<file path="src/rtl/mem_stage_lsu.sv">
// MEM-stage load/store unit: checks the access coming out of EXE/MEM,
// issues one valid/ready request to data memory, waits for the load
// response and returns aligned, extended load data to writeback.
module mem_stage_lsu #(
    parameter int DATA_WIDTH = 32,
    parameter int OP_WIDTH   = 3
) (
    input  logic                  clk,
    input  logic                  rst_n,
    input  logic                  mem_ren,
    input  logic                  mem_wen,
    input  logic [OP_WIDTH-1:0]   mem_op,
    input  logic [DATA_WIDTH-1:0] addr,
    input  logic [DATA_WIDTH-1:0] wdata,
    output logic                  stall,
    output logic                  dmem_req_valid,
    input  logic                  dmem_req_ready,
    output logic [DATA_WIDTH-1:0] dmem_req_addr,
    output logic                  dmem_req_wen,
    output logic [3:0]            dmem_req_wstrb,
    output logic [DATA_WIDTH-1:0] dmem_req_wdata,
    input  logic                  dmem_resp_valid,
    input  logic [DATA_WIDTH-1:0] dmem_resp_rdata,
    output logic [DATA_WIDTH-1:0] load_data,
    output logic                  load_valid,
    output logic                  access_err
);

    typedef enum logic [1:0] {IDLE, REQ, RESP, DONE} state_t;

    state_t              state_q, state_d;
    logic [OP_WIDTH-1:0] op_p1;
    logic [1:0]          off_p1;
    logic                legal_op, misaligned, legal;

    // Shift the addressed lane down to bit 0, then sign- or zero-extend it.
    function automatic logic [DATA_WIDTH-1:0] extend_load(input logic [OP_WIDTH-1:0] op,
                                                          input logic [DATA_WIDTH-1:0] word,
                                                          input logic [1:0] off);
        logic [DATA_WIDTH-1:0]        lane;
        logic signed [7:0]            lane_b;
        logic signed [15:0]           lane_h;
        logic signed [DATA_WIDTH-1:0] res;
        lane   = word >> {off, 3'b000};
        lane_b = lane[7:0];
        lane_h = lane[15:0];
        case (op)
            3'b000:  res = DATA_WIDTH'(lane_b);
            3'b001:  res = DATA_WIDTH'(lane_h);
            3'b100:  res = $signed({24'd0, lane[7:0]});
            3'b101:  res = $signed({16'd0, lane[15:0]});
            default: res = $signed(lane);
        endcase
        return res;
    endfunction

    // Byte enables for a store of the given size at the given byte offset.
    function automatic logic [3:0] store_strb(input logic [OP_WIDTH-1:0] op,
                                              input logic [1:0] off);
        case (op[1:0])
            2'b00:   return 4'b0001 << off;
            2'b01:   return 4'b0011 << off;
            default: return 4'b1111;
        endcase
    endfunction

    // Replicate store data across lanes so any enabled lane sees the right bytes.
    function automatic logic [DATA_WIDTH-1:0] store_data(input logic [OP_WIDTH-1:0] op,
                                                         input logic [DATA_WIDTH-1:0] wd);
        case (op[1:0])
            2'b00:   return {4{wd[7:0]}};
            2'b01:   return {2{wd[15:0]}};
            default: return wd;
        endcase
    endfunction

    // Classify the incoming access: listed op, exclusive direction, natural alignment.
    always_comb begin
        legal_op = 1'b0;
        if (mem_ren && !mem_wen) begin
            case (mem_op)
                3'b000, 3'b001, 3'b010, 3'b100, 3'b101: legal_op = 1'b1;
                default:                                legal_op = 1'b0;
            endcase
        end else if (mem_wen && !mem_ren) begin
            case (mem_op)
                3'b000, 3'b001, 3'b010: legal_op = 1'b1;
                default:                legal_op = 1'b0;
            endcase
        end
        case (mem_op[1:0])
            2'b01:   misaligned = addr[0];
            2'b10:   misaligned = |addr[1:0];
            default: misaligned = 1'b0;
        endcase
        legal = legal_op && !misaligned;
    end

    // State register.
    always_ff @(posedge clk or negedge rst_n) begin
        if (!rst_n) state_q <= IDLE;
        else        state_q <= state_d;
    end

    // Next state and control outputs; combinational outputs are forced low during reset.
    always_comb begin
        state_d        = state_q;
        stall          = 1'b0;
        dmem_req_valid = 1'b0;
        load_valid     = 1'b0;
        access_err     = 1'b0;
        case (state_q)
            IDLE: begin
                if (legal) begin
                    stall   = 1'b1;
                    state_d = REQ;
                end else if (mem_ren || mem_wen) begin
                    access_err = 1'b1;
                end
            end
            REQ: begin
                stall          = 1'b1;
                dmem_req_valid = 1'b1;
                if (dmem_req_ready) state_d = dmem_req_wen ? DONE : RESP;
            end
            RESP: begin
                stall = 1'b1;
                if (dmem_resp_valid) state_d = DONE;
            end
            DONE: begin
                load_valid = !dmem_req_wen;
                state_d    = IDLE;
            end
            default: state_d = IDLE;
        endcase
        if (!rst_n) begin
            stall      = 1'b0;
            access_err = 1'b0;
        end
    end

    // Latch the request payload once, when a legal access leaves IDLE.
    always_ff @(posedge clk or negedge rst_n) begin
        if (!rst_n) begin
            dmem_req_addr  <= '0;
            dmem_req_wen   <= 1'b0;
            dmem_req_wstrb <= 4'b0000;
            dmem_req_wdata <= '0;
            op_p1          <= '0;
            off_p1         <= 2'b00;
        end else if (state_q == IDLE && legal) begin
            dmem_req_addr  <= {addr[DATA_WIDTH-1:2], 2'b00};
            dmem_req_wen   <= mem_wen;
            dmem_req_wstrb <= mem_wen ? store_strb(mem_op, addr[1:0]) : 4'b0000;
            dmem_req_wdata <= mem_wen ? store_data(mem_op, wdata) : '0;
            op_p1          <= mem_op;
            off_p1         <= addr[1:0];
        end
    end

    // Capture the extended load result; it holds until the next load response.
    always_ff @(posedge clk or negedge rst_n) begin
        if (!rst_n)                                     load_data <= '0;
        else if (state_q == RESP && dmem_resp_valid)    load_data <= extend_load(op_p1, dmem_resp_rdata, off_p1);
    end

endmodule

</file>
<file path="config.mk">
export PLATFORM = sky130hd
export DESIGN_NAME = mem_stage_lsu
export DESIGN_NICKNAME = d
export VERILOG_FILES = /design/src/rtl/mem_stage_lsu.sv
export SDC_FILE = /design/constraint.sdc
export NUM_CORES = 1
export LEC_CHECK = 0
export ABC_AREA = 1
export CAP_MARGIN = 20
export CORE_ASPECT_RATIO = 0.7
export CORE_MARGIN = 2
export CORE_UTILIZATION = 45
export CTS_CLUSTER_SIZE = 40
export DETAILED_ROUTE_END_ITERATION = 12
export GPL_TIMING_DRIVEN = 0
export PLACE_DENSITY = 0.78
export SYNTH_ARGS = -nofsm -noshare
export SYNTH_HDL_FRONTEND = slang
export SYNTH_SLANG_ARGS = --single-unit
</file>
<file path="constraint.sdc">
create_clock -name clk -period 2.55 [get_ports clk]
set_input_delay 0.51 -clock clk [delete_from_list [all_inputs] [get_ports clk]]
set_output_delay 0.51 -clock clk [all_outputs]
set_load 0.1 [all_outputs]
</file>
==> impl_results.rst, run 1 <==
.. list-table::
   :header-rows: 1

   * - Metric
     - Value
   * - Total detailed-routing wirelength
     - 18000 um
   * - Number of sinks driven by the clock tree
     - 106
   * - Number of warnings reported in the yosys synthesis log
     - 0
   * - Per-instance average area after synthesis
     - 7.82 um^2
   * - Final nets
     - 1043
   * - Core utilization of the finished layout
     - 0.695
   * - Worst setup path category
     - input pin to output port
   * - Root buffer cell
     - clkbuf_16
   * - Period utilisation layout
     - 0.991
   * - Area growth from synthesis to layout
     - 49.0%
   * - Clock input transition at the sequential cells of the worst setup and hold paths
     - 0.07 ns
   * - Most common library cell in the layout ignoring fill and taps
     - nand2_1
   * - DRC Markers
     - 0
   * - Capturing element type of the critical path
     - output port
   * - Endpoints failing setup
     - 0
   * - Final-layout fill cell count
     - 967
   * - Clock tree from TritonCTS
     - yes
   * - Total inserted antenna cells
     - 0
   * - Aggregate global routing overflow
     - 0
   * - Sequential cell area in the final layout
     - 2650 um^2
   * - Vertical extent of the die
     - 96.6 um
   * - Classification of the worst-slack hold path
     - input pin to asynchronous set/reset pin
   * - Crit-path cells
     - clkdlybuf4s50_1, inv_2, nand2_1, nand3_2, nand4_4, buf_8, buf_6, a21oi_4, buf_12
   * - CORE AREA
     - 11800 um^2
   * - Final worst path period need
     - 2.53 ns
   * - Number of global-route vias before repair
     - 5437
   * - Stages on the worst setup path
     - 9
   * - Pin count of the biggest net entering global routing
     - 57
   * - Global-route wire length before repair
     - 28300 um
   * - Post-Place Setup Slack
     - -1.38 ns
   * - RSZ-0062 raised after global routing
     - yes
   * - Standard cell with the maximum stage delay on the critical path
     - clkdlybuf4s50_1
   * - Buffer levels on the longest clock path
     - 2
   * - Max-cap viol count
     - 0
   * - DRC marker count from the first detailed-route iteration
     - 422
   * - Critical Path Max Stage Delay
     - 0.45 ns
   * - Crit path launch type
     - input pin
   * - Cell area after layout
     - 8210 um^2
   * - Cell taking the most area after synthesis
     - dfrtp_1
   * - Count of final max-slew check failures
     - 0
   * - Highest-count cells in the layout ignoring fill and taps
     - nand2_1, clkdlybuf4s50_1, dfrtp_1, nand3_1, o21ai_0
   * - Number of detailed-routing iterations run before antenna repair
     - 6
   * - Proportion of synthesized chip area in sequential cells
     - 0.481
   * - Number of cells traversed by the worst register-to-register path
     - 8
   * - Hpwl dp
     - 13800 um
   * - Width of the die
     - 136 um
   * - Layout cell share with drive strength beyond 1
     - 0.0857
   * - Clock buffers created by TritonCTS
     - 9
   * - Data arrival, critical path
     - 2.02 ns
   * - Post-route worst hold slack
     - 0.0829 ns
   * - Min setup slack post-route
     - 0.0230 ns
   * - Multi-input gate area in the final layout
     - 2410 um^2
   * - Synthesized cell area
     - 5510 um^2
   * - Reg-to-reg setup timing slack
     - 0.47 ns
   * - Initial antenna violation count
     - 0
   * - Post-synth top area share
     - 0.481
   * - Placement row count
     - 33
   * - Final Wtd Congestion
     - 0.943
   * - Post-detailed-route count of antenna-violating nets
     - 0
   * - Flop and latch count out of synthesis
     - 106
   * - Total via count in the routed design
     - 5709
   * - Data required, critical path
     - 2.04 ns
   * - Vias/cell
     - 5.23
   * - Largest cells by area after synthesis
     - dfrtp_1, nand2_1, nand3_1
   * - CP Max Fanout
     - 10
   * - Clock latency of the later-clocked register in the worst-skew pair
     - 0.34 ns
   * - I/O Buffers
     - 207
   * - Number of top-level pins
     - 210
   * - Result of the run
     - complete, no violations
   * - Post-synthesis cell count
     - 705
   * - Area enclosed by the die boundary
     - 13200 um^2
   * - Synth unique cells
     - 30
   * - Worst Path Buf+Inv
     - 5
   * - Highest clock frequency the design can meet
     - 0.396 GHz
   * - GRT Overall Usage
     - 0.279
   * - Worst-margin pin slew
     - 1.04 ns
   * - Hold Vio Cnt, Final
     - 0
   * - Family of cells with the greatest summed delay on the critical path
     - buffers and inverters
   * - Fin Clk Skew
     - 0.00648 ns
   * - Post-Place Cell Area
     - 7830 um^2
   * - CTS H-Tree Depth
     - 3
   * - Average detailed-routed wire length per instance
     - 16.5 um
   * - Worst max-slew margin expressed relative to the limit
     - 0.306
   * - Initial cell density of the core
     - 0.467
[cells by family (layout without fill, tap and decap cells)]
group,Yosys count,in the layout,share of synthesized area
and+or+nand+nor,360,360,0.269
AOI/OAI and AO/OA,129,129,0.139
DFF,106,106,0.481
buffers and inverters,100,328,0.0897
adders and majority gates,9,9,0.0204
other,1,2,0.000681
[Yosys cell counts]
master      n
nand3_2     1
buf_6      10
o21ai_0    47
inv_2       4
nor3_1      1
nand2_2     2
buf_4       8
o21ai_1    24
o21bai_1   16
clkbuf_1   13
dfrtp_1   106
nand2_4     1
a21oi_1    10
o211ai_1   23
o21ai_2     1
o22ai_1     1
nand3b_1    1
nand4_4     1
nor2_2      1
nand3_1    63
o31ai_1     7
buf_1       4
nor2_1     30
ha_1        9
clkinv_1    1
inv_1      49
nand2_1   258
conb_1      1
buf_2      11
nor2_4      1
[state kept, by name, summed over array words and instances, names as in the netlist]
signal	cells
dmem_req_addr	30
dmem_req_wdata	32
dmem_req_wen	1
dmem_req_wstrb	4
load_data	32
off_p1	2
op_p1	3
state_q	2
[final timing paths]
kind,start,to
min reg2reg,dmem_req_addr[5],dmem_req_addr[5]
max reg2reg,state_q[0],load_data[20]
max in group asynchronous,rst_n,state_q[1]
min in group clk,dmem_req_addr[5],dmem_req_addr[5]
min,rst_n,dmem_req_addr[20]
max,addr[1],stall
[area by class of cell]
cell class              instances  share of cell area
clock inverters                 7             0.00929
multi-input cells             500               0.293
inverters                      54              0.0247
clock buffers                   9              0.0274
flip-flops and latches        106               0.323
repair buffers                213               0.262
plain buffers                  45              0.0358
well taps                     157              0.0239
[routing by layer]
metal,vias to the layer above,GRT usage,part of all wire
li1,2722,-,-
met1,2688,0.387,0.44
met2,274,0.426,0.44
met3,25,0.0934,0.11
met4,0,0.0616,0.014
met5,-,0,0
[timing repair]
action | in CTS | in global routing
pin swaps | 2 | 0
endpoints found under the setup margin | 4 | 3
hold buffers | 0 | 0
cloned | 0 | 0
gates resized for setup | 32 | 11
buffers inserted | 5 | 0
[per-stage QoR]
step                TNS [ns]  std cells
floorplan                  0        706
global placement     -330.33       1070
detailed placement     -4.43       1071
CTS                        0       1091
global route         -0.0367       1091
finish                     0       1091
Power of run 1 is not shown: default switching activity piles up to over one toggle a cycle in this logic, so the estimate is an artifact.
==> run 2: changes to the inputs <==
==> constraint.sdc (replaced) <==
create_clock -name clk -period 2.55 [get_ports clk]
set_input_delay 0.3825 -clock clk [delete_from_list [all_inputs] [get_ports clk]]
set_output_delay 0.3825 -clock clk [all_outputs]
set_load 0.1 [all_outputs]
==> impl_results.rst, run 2 (synthesized netlist as in run 1, its figures left out) <==
.. list-table::
   :header-rows: 1

   * - Metric
     - Value
   * - Aggregate global routing overflow
     - 0 (unchanged)
   * - Multi-input gate area in the final layout
     - 2400 um^2 (was 2410 um^2)
   * - Worst max-slew margin expressed relative to the limit
     - 0.308 (was 0.306)
   * - Sequential cell area in the final layout
     - 2650 um^2 (about the same)
   * - Total detailed-routing wirelength
     - 17700 um (was 18000 um)
   * - Final-layout fill cell count
     - 972 (was 967)
   * - Number of global-route vias before repair
     - 5343 (was 5437)
   * - I/O Buffers
     - 207 (unchanged)
   * - Vertical extent of the die
     - 96.6 um (unchanged)
   * - Global-route wire length before repair
     - 27700 um (was 28300 um)
   * - Clock buffers created by TritonCTS
     - 9 (unchanged)
   * - Initial cell density of the core
     - 0.467 (unchanged)
   * - Buffer levels on the longest clock path
     - 2 (unchanged)
   * - DRC marker count from the first detailed-route iteration
     - 338 (was 422)
   * - Root buffer cell
     - clkbuf_16 (unchanged)
   * - Area enclosed by the die boundary
     - 13200 um^2 (unchanged)
   * - Result of the run
     - complete, no violations (unchanged)
   * - Classification of the worst-slack hold path
     - input pin to asynchronous set/reset pin (unchanged)
   * - Initial antenna violation count
     - 2 (was 0)
   * - Highest-count cells in the layout ignoring fill and taps
     - nand2_1, clkdlybuf4s50_1, dfrtp_1, nand3_1 (was nand2_1, clkdlybuf4s50_1, dfrtp_1, nand3_1, o21ai_0)
   * - Endpoints failing setup
     - 0 (unchanged)
   * - Period utilisation layout
     - 0.938 (was 0.991)
   * - CP Max Fanout
     - 10 (unchanged)
   * - Min setup slack post-route
     - 0.157 ns (was 0.0230 ns)
   * - Post-Place Cell Area
     - 7810 um^2 (was 7830 um^2)
   * - Placement row count
     - 33 (unchanged)
   * - Worst setup path category
     - register to output port (was input pin to output port)
   * - RSZ-0062 raised after global routing
     - no (was yes)
   * - Crit path launch type
     - register (was input pin)
   * - Area growth from synthesis to layout
     - 48.7% (was 49.0%)
   * - Worst Path Buf+Inv
     - 5 (unchanged)
   * - Data required, critical path
     - 2.17 ns (was 2.04 ns)
   * - Clock input transition at the sequential cells of the worst setup and hold paths
     - 0.07 ns (about the same)
   * - Wl on met1
     - 8130 um (was 7960 um)
   * - Layout cell share with drive strength beyond 1
     - 0.0791 (was 0.0857)
   * - DR WL met2
     - 7470 um (was 7860 um)
   * - Clock tree from TritonCTS
     - yes (unchanged)
   * - GRT Overall Usage
     - 0.275 (was 0.279)
   * - Data arrival, critical path
     - 2.01 ns (was 2.02 ns)
   * - Final nets
     - 1044 (was 1043)
   * - Number of sinks driven by the clock tree
     - 106 (unchanged)
   * - Number of top-level pins
     - 210 (unchanged)
   * - Capturing element type of the critical path
     - output port (unchanged)
   * - Critical Path Max Stage Delay
     - 0.45 ns (about the same)
   * - Cell area after layout
     - 8190 um^2 (was 8210 um^2)
   * - CTS H-Tree Depth
     - 3 (unchanged)
   * - Max-cap viol count
     - 0 (unchanged)
   * - CORE AREA
     - 11800 um^2 (unchanged)
   * - Worst-margin pin slew
     - 1.03 ns (was 1.04 ns)
   * - Final Wtd Congestion
     - 0.910 (was 0.943)
   * - Metal3 WL
     - 1820 um (was 1890 um)
   * - Count of final max-slew check failures
     - 0 (unchanged)
   * - Number of detailed-routing iterations run before antenna repair
     - 5 (was 6)
   * - Hpwl dp
     - 13700 um (was 13800 um)
   * - Hold Vio Cnt, Final
     - 0 (unchanged)
   * - Top Metal Used
     - met4 (unchanged)
   * - Post-Place Setup Slack
     - -1.12 ns (was -1.38 ns)
   * - Vias/cell
     - 5.16 (was 5.23)
   * - Standard cell with the maximum stage delay on the critical path
     - dfrtp_1 (was clkdlybuf4s50_1)
   * - DRC Markers
     - 0 (unchanged)
   * - Most common library cell in the layout ignoring fill and taps
     - nand2_1 (unchanged)
   * - Total via count in the routed design
     - 5642 (was 5709)
   * - Registers with the most flip-flops
     - dmem_req_wdata (32), load_data (32), dmem_req_addr (30) (unchanged)
   * - Post-detailed-route count of antenna-violating nets
     - 0 (unchanged)
   * - Family of cells with the greatest summed delay on the critical path
     - buffers and inverters (unchanged)
   * - Average detailed-routed wire length per instance
     - 16.2 um (was 16.5 um)
   * - Clock latency of the later-clocked register in the worst-skew pair
     - 0.35 ns (was 0.34 ns)
   * - Width of the die
     - 136 um (unchanged)
   * - Pin count of the biggest net entering global routing
     - 64 (was 57)
   * - Highest clock frequency the design can meet
     - 0.418 GHz (was 0.396 GHz)
   * - Fin Clk Skew
     - 0.00638 ns (was 0.00648 ns)
   * - Final worst path period need
     - 2.39 ns (was 2.53 ns)
   * - Crit-path cells
     - inv_1, ha_1, buf_4, nand4_4, buf_8, buf_6, a21oi_4, buf_12 (was clkdlybuf4s50_1, inv_2, nand2_1, nand3_2, nand4_4, buf_8, buf_6, a21oi_4, buf_12)
==> run 2: changes by cell type in the layout (fill, tap and decap cells not counted), moves of 2 or more <==
cell | previous run | this run
inv_1 | 44 | 47
clkdlybuf4s15_1 | 2 | 0
inv_2 | 9 | 6
diode_2 | 0 | 2
buf_8 | 3 | 1
nor2_1 | 27 | 29
buf_4 | 13 | 15
dlygate4sd2_1 | 0 | 2
==> run 2: path summary, 6_finish.rpt <==
path | to | slack [ns] | cells past startpoint | startpoint
worst min register to register | load_data[5] | 0.48 | 2 | load_data[5]
min in group clk | op_p1[0] | 0.41 | 3 | mem_op[0]
worst max register to register | load_data[18] | 0.46 | 8 | state_q[0]
worst max-delay path | stall | 0.16 | 8 | state_q[0]
worst min-delay path | dmem_req_addr[18] | 0.05 | 1 | rst_n
max in group asynchronous | dmem_req_wdata[19] | 1.76 | 2 | rst_n
==> run 2: area by class of cell <==
type	count	area share
flip-flops and latches	106	0.324
multi-input cells	500	0.293
repair buffers	214	0.263
plain buffers	45	0.0356
clock buffers	10	0.0292
inverters	54	0.0247
well taps	157	0.0240
clock inverters	6	0.00580
diodes	2	0.000611
==> run 2: layer usage <==
layer | global-route usage | vias to the layer above
met2 | 0.403 | 244
met5 | 0 | -
met3 | 0.0934 | 22
met1 | 0.389 | 2652
li1 | - | 2724
met4 | 0.0729 | 0
==> run 2: through the flow <==
stage | std cells | hold slack (ns) | TNS, ns | utilization
3_5_place_dp | 1071 | 0.444 | -2.21 | 0.662
4_1_cts | 1088 | 0.0664 | -0.0347 | 0.689
6_report | 1094 | 0.0508 | 0 | 0.694
2_1_floorplan | 706 | 0.0869 | -0.0565 | -
5_1_grt | 1094 | 0.0840 | 0 | 0.694
3_3_place_gp | 1070 | 0.464 | -316.82 | 0.660
==> run 2: what timing repair did <==
item                                   in CTS  in global routing
resized for setup                          24                  4
hold buffers                                0                  0
pin swaps                                   1                  1
endpoints found under the hold margin       0                  0
setup endpoints to repair                   4                  2
buffers inserted                            2                  4
Power of run 2 is left out for the same reason.
==> run 3: changes to the inputs <==
--- a/config.mk
+++ b/config.mk
@@ -17,3 +17,4 @@
 export SYNTH_ARGS = -nofsm -noshare
 export SYNTH_HDL_FRONTEND = slang
 export SYNTH_SLANG_ARGS = --single-unit
+export TNS_END_PERCENT = 10
==> impl_results.rst, run 3 (synthesized netlist as in run 1, its figures left out) <==
.. list-table::
   :header-rows: 1

   * - Metric
     - Value
   * - Placement row count
     - 33 (unchanged)
   * - Total detailed-routing wirelength
     - 17700 um (about the same)
   * - Buffer levels on the longest clock path
     - 2 (unchanged)
   * - Initial cell density of the core
     - 0.467 (unchanged)
   * - Registers with the most flip-flops
     - dmem_req_wdata (32), load_data (32), dmem_req_addr (30) (unchanged)
   * - Max-cap viol count
     - 0 (unchanged)
   * - Vertical extent of the die
     - 96.6 um (unchanged)
   * - DRC marker count from the first detailed-route iteration
     - 371 (was 338)
   * - Number of detailed-routing iterations run before antenna repair
     - 6 (was 5)
   * - Number of top-level pins
     - 210 (unchanged)
   * - Classification of the worst-slack hold path
     - input pin to asynchronous set/reset pin (unchanged)
   * - I/O Buffers
     - 207 (unchanged)
   * - Hpwl dp
     - 13700 um (unchanged)
   * - Worst max-slew margin expressed relative to the limit
     - 0.308 (about the same)
   * - CORE AREA
     - 11800 um^2 (unchanged)
   * - Aggregate global routing overflow
     - 0 (unchanged)
   * - Fin Clk Skew
     - 0.00601 ns (was 0.00638 ns)
   * - CTS H-Tree Depth
     - 3 (unchanged)
   * - Reg-to-reg setup timing slack
     - 0.46 ns (about the same)
   * - Pin count of the biggest net entering global routing
     - 64 (unchanged)
   * - Global-route wire length before repair
     - 27700 um (unchanged)
   * - Highest clock frequency the design can meet
     - 0.418 GHz (about the same)
   * - Area enclosed by the die boundary
     - 13200 um^2 (unchanged)
   * - Clock tree from TritonCTS
     - yes (unchanged)
   * - Number of sinks driven by the clock tree
     - 106 (unchanged)
   * - Crit path launch type
     - register (unchanged)
   * - Capturing element type of the critical path
     - output port (unchanged)
   * - Count of final max-slew check failures
     - 0 (unchanged)
   * - GRT Overall Usage
     - 0.275 (about the same)
   * - Hold Vio Cnt, Final
     - 0 (unchanged)
   * - Area growth from synthesis to layout
     - 48.5% (was 48.7%)
   * - CP Max Fanout
     - 6 (was 10)
   * - Final Wtd Congestion
     - 0.910 (unchanged)
   * - Clock latency of the later-clocked register in the worst-skew pair
     - 0.35 ns (about the same)
   * - DRC Markers
     - 0 (unchanged)
   * - Min setup slack post-route
     - 0.160 ns (was 0.157 ns)
   * - Clock input transition at the sequential cells of the worst setup and hold paths
     - 0.07 ns (about the same)
   * - Width of the die
     - 136 um (unchanged)
   * - Post-detailed-route count of antenna-violating nets
     - 0 (unchanged)
   * - Post-Place Setup Slack
     - -1.12 ns (unchanged)
   * - Highest-count cells in the layout ignoring fill and taps
     - nand2_1, clkdlybuf4s50_1, dfrtp_1, nand3_1, o21ai_0 (was nand2_1, clkdlybuf4s50_1, dfrtp_1, nand3_1)
   * - Root buffer cell
     - clkbuf_16 (unchanged)
   * - Final worst path period need
     - 2.39 ns (about the same)
   * - Vias/cell
     - 5.15 (was 5.16)
   * - Most common library cell in the layout ignoring fill and taps
     - nand2_1 (unchanged)
   * - Number of global-route vias before repair
     - 5343 (unchanged)
   * - Worst-margin pin slew
     - 1.04 ns (was 1.03 ns)
   * - Data required, critical path
     - 2.17 ns (about the same)
   * - Worst setup path category
     - register to output port (unchanged)
   * - Final nets
     - 1043 (was 1044)
   * - Total via count in the routed design
     - 5629 (was 5642)
   * - Initial antenna violation count
     - 2 (unchanged)
   * - Clock buffers created by TritonCTS
     - 9 (unchanged)
   * - Result of the run
     - complete, no violations (unchanged)
   * - Endpoints failing setup
     - 0 (unchanged)
   * - Period utilisation layout
     - 0.937 (was 0.938)
   * - Data arrival, critical path
     - 2.01 ns (about the same)
   * - Average detailed-routed wire length per instance
     - 16.2 um (about the same)
   * - RSZ-0062 raised after global routing
     - no (unchanged)
   * - Layout cell share with drive strength beyond 1
     - 0.0792 (was 0.0791)
==> run 3: cell count changes in the layout (fill, tap and decap cells not counted) <==
cell / before / now
buf_4: 15 / 14
inv_2: 6 / 7
inv_1: 47 / 46
==> run 3: metal layers <==
layer | wire length [um] | track usage | vias to the layer above
met3 | 1850 | 0.0934 | 21
met1 | 8140 | 0.389 | 2624
li1 | - | - | 2730
met5 | 0 | 0 | -
met4 | 235 | 0.0729 | 0
met2 | 7480 | 0.403 | 254
==> run 3: timing repair <==
action | 4_1_cts | 5_1_grt
resized for setup | 21 | 8
pin swaps | 1 | 0
gates cloned | 0 | 0
hold buffers | 0 | 0
endpoints found under the setup margin | 4 | 2
setup buffers | 2 | 3
==> run 3: layout make-up <==
type                       instances  area (um^2)
fill                             968         3620
sequential                       106         2650
multi-input combinational        500         2400
timing repair buffer             213         2150
buffer                            45          292
clock buffer                      10          239
inverter                          54          203
tap                              157          196
clock inverter                     6         47.5
antenna                            2         5.00
==> run 3: worst max-delay path: stages (launching register included) <==
cell and delay [ns]:
dfrtp_1 0.45, inv_1 0.13, ha_1 0.19, dlygate4sd2_1 0.88
==> run 3: final timing paths <==
path | from | end | depth (start not counted)
max in group asynchronous | rst_n | dmem_req_wdata[11] | 2
hold / removal | rst_n | dmem_req_addr[18] | 1
setup / recovery | state_q[1] | dmem_req_valid | 3
min in group clk | mem_op[1] | op_p1[1] | 3
hold reg to reg | load_data[5] | load_data[5] | 2
setup reg to reg | state_q[0] | load_data[26] | 8
==> run 3: metrics by stage <==
stage	cell area [um^2]	utilization	hold slack, ns	instances	setup TNS [ns]
2_1_floorplan	5520	-	0.0869	706	-0.0565
3_3_place_gp	7790	0.660	0.464	1070	-316.82
3_5_place_dp	7810	0.662	0.444	1071	-2.21
4_1_cts	8140	0.689	0.0664	1089	-0.0910
5_1_grt	8180	0.693	0.0840	1093	0
6_report	8180	0.693	0.0552	1093	0
Power of run 3 is left out for the same reason.
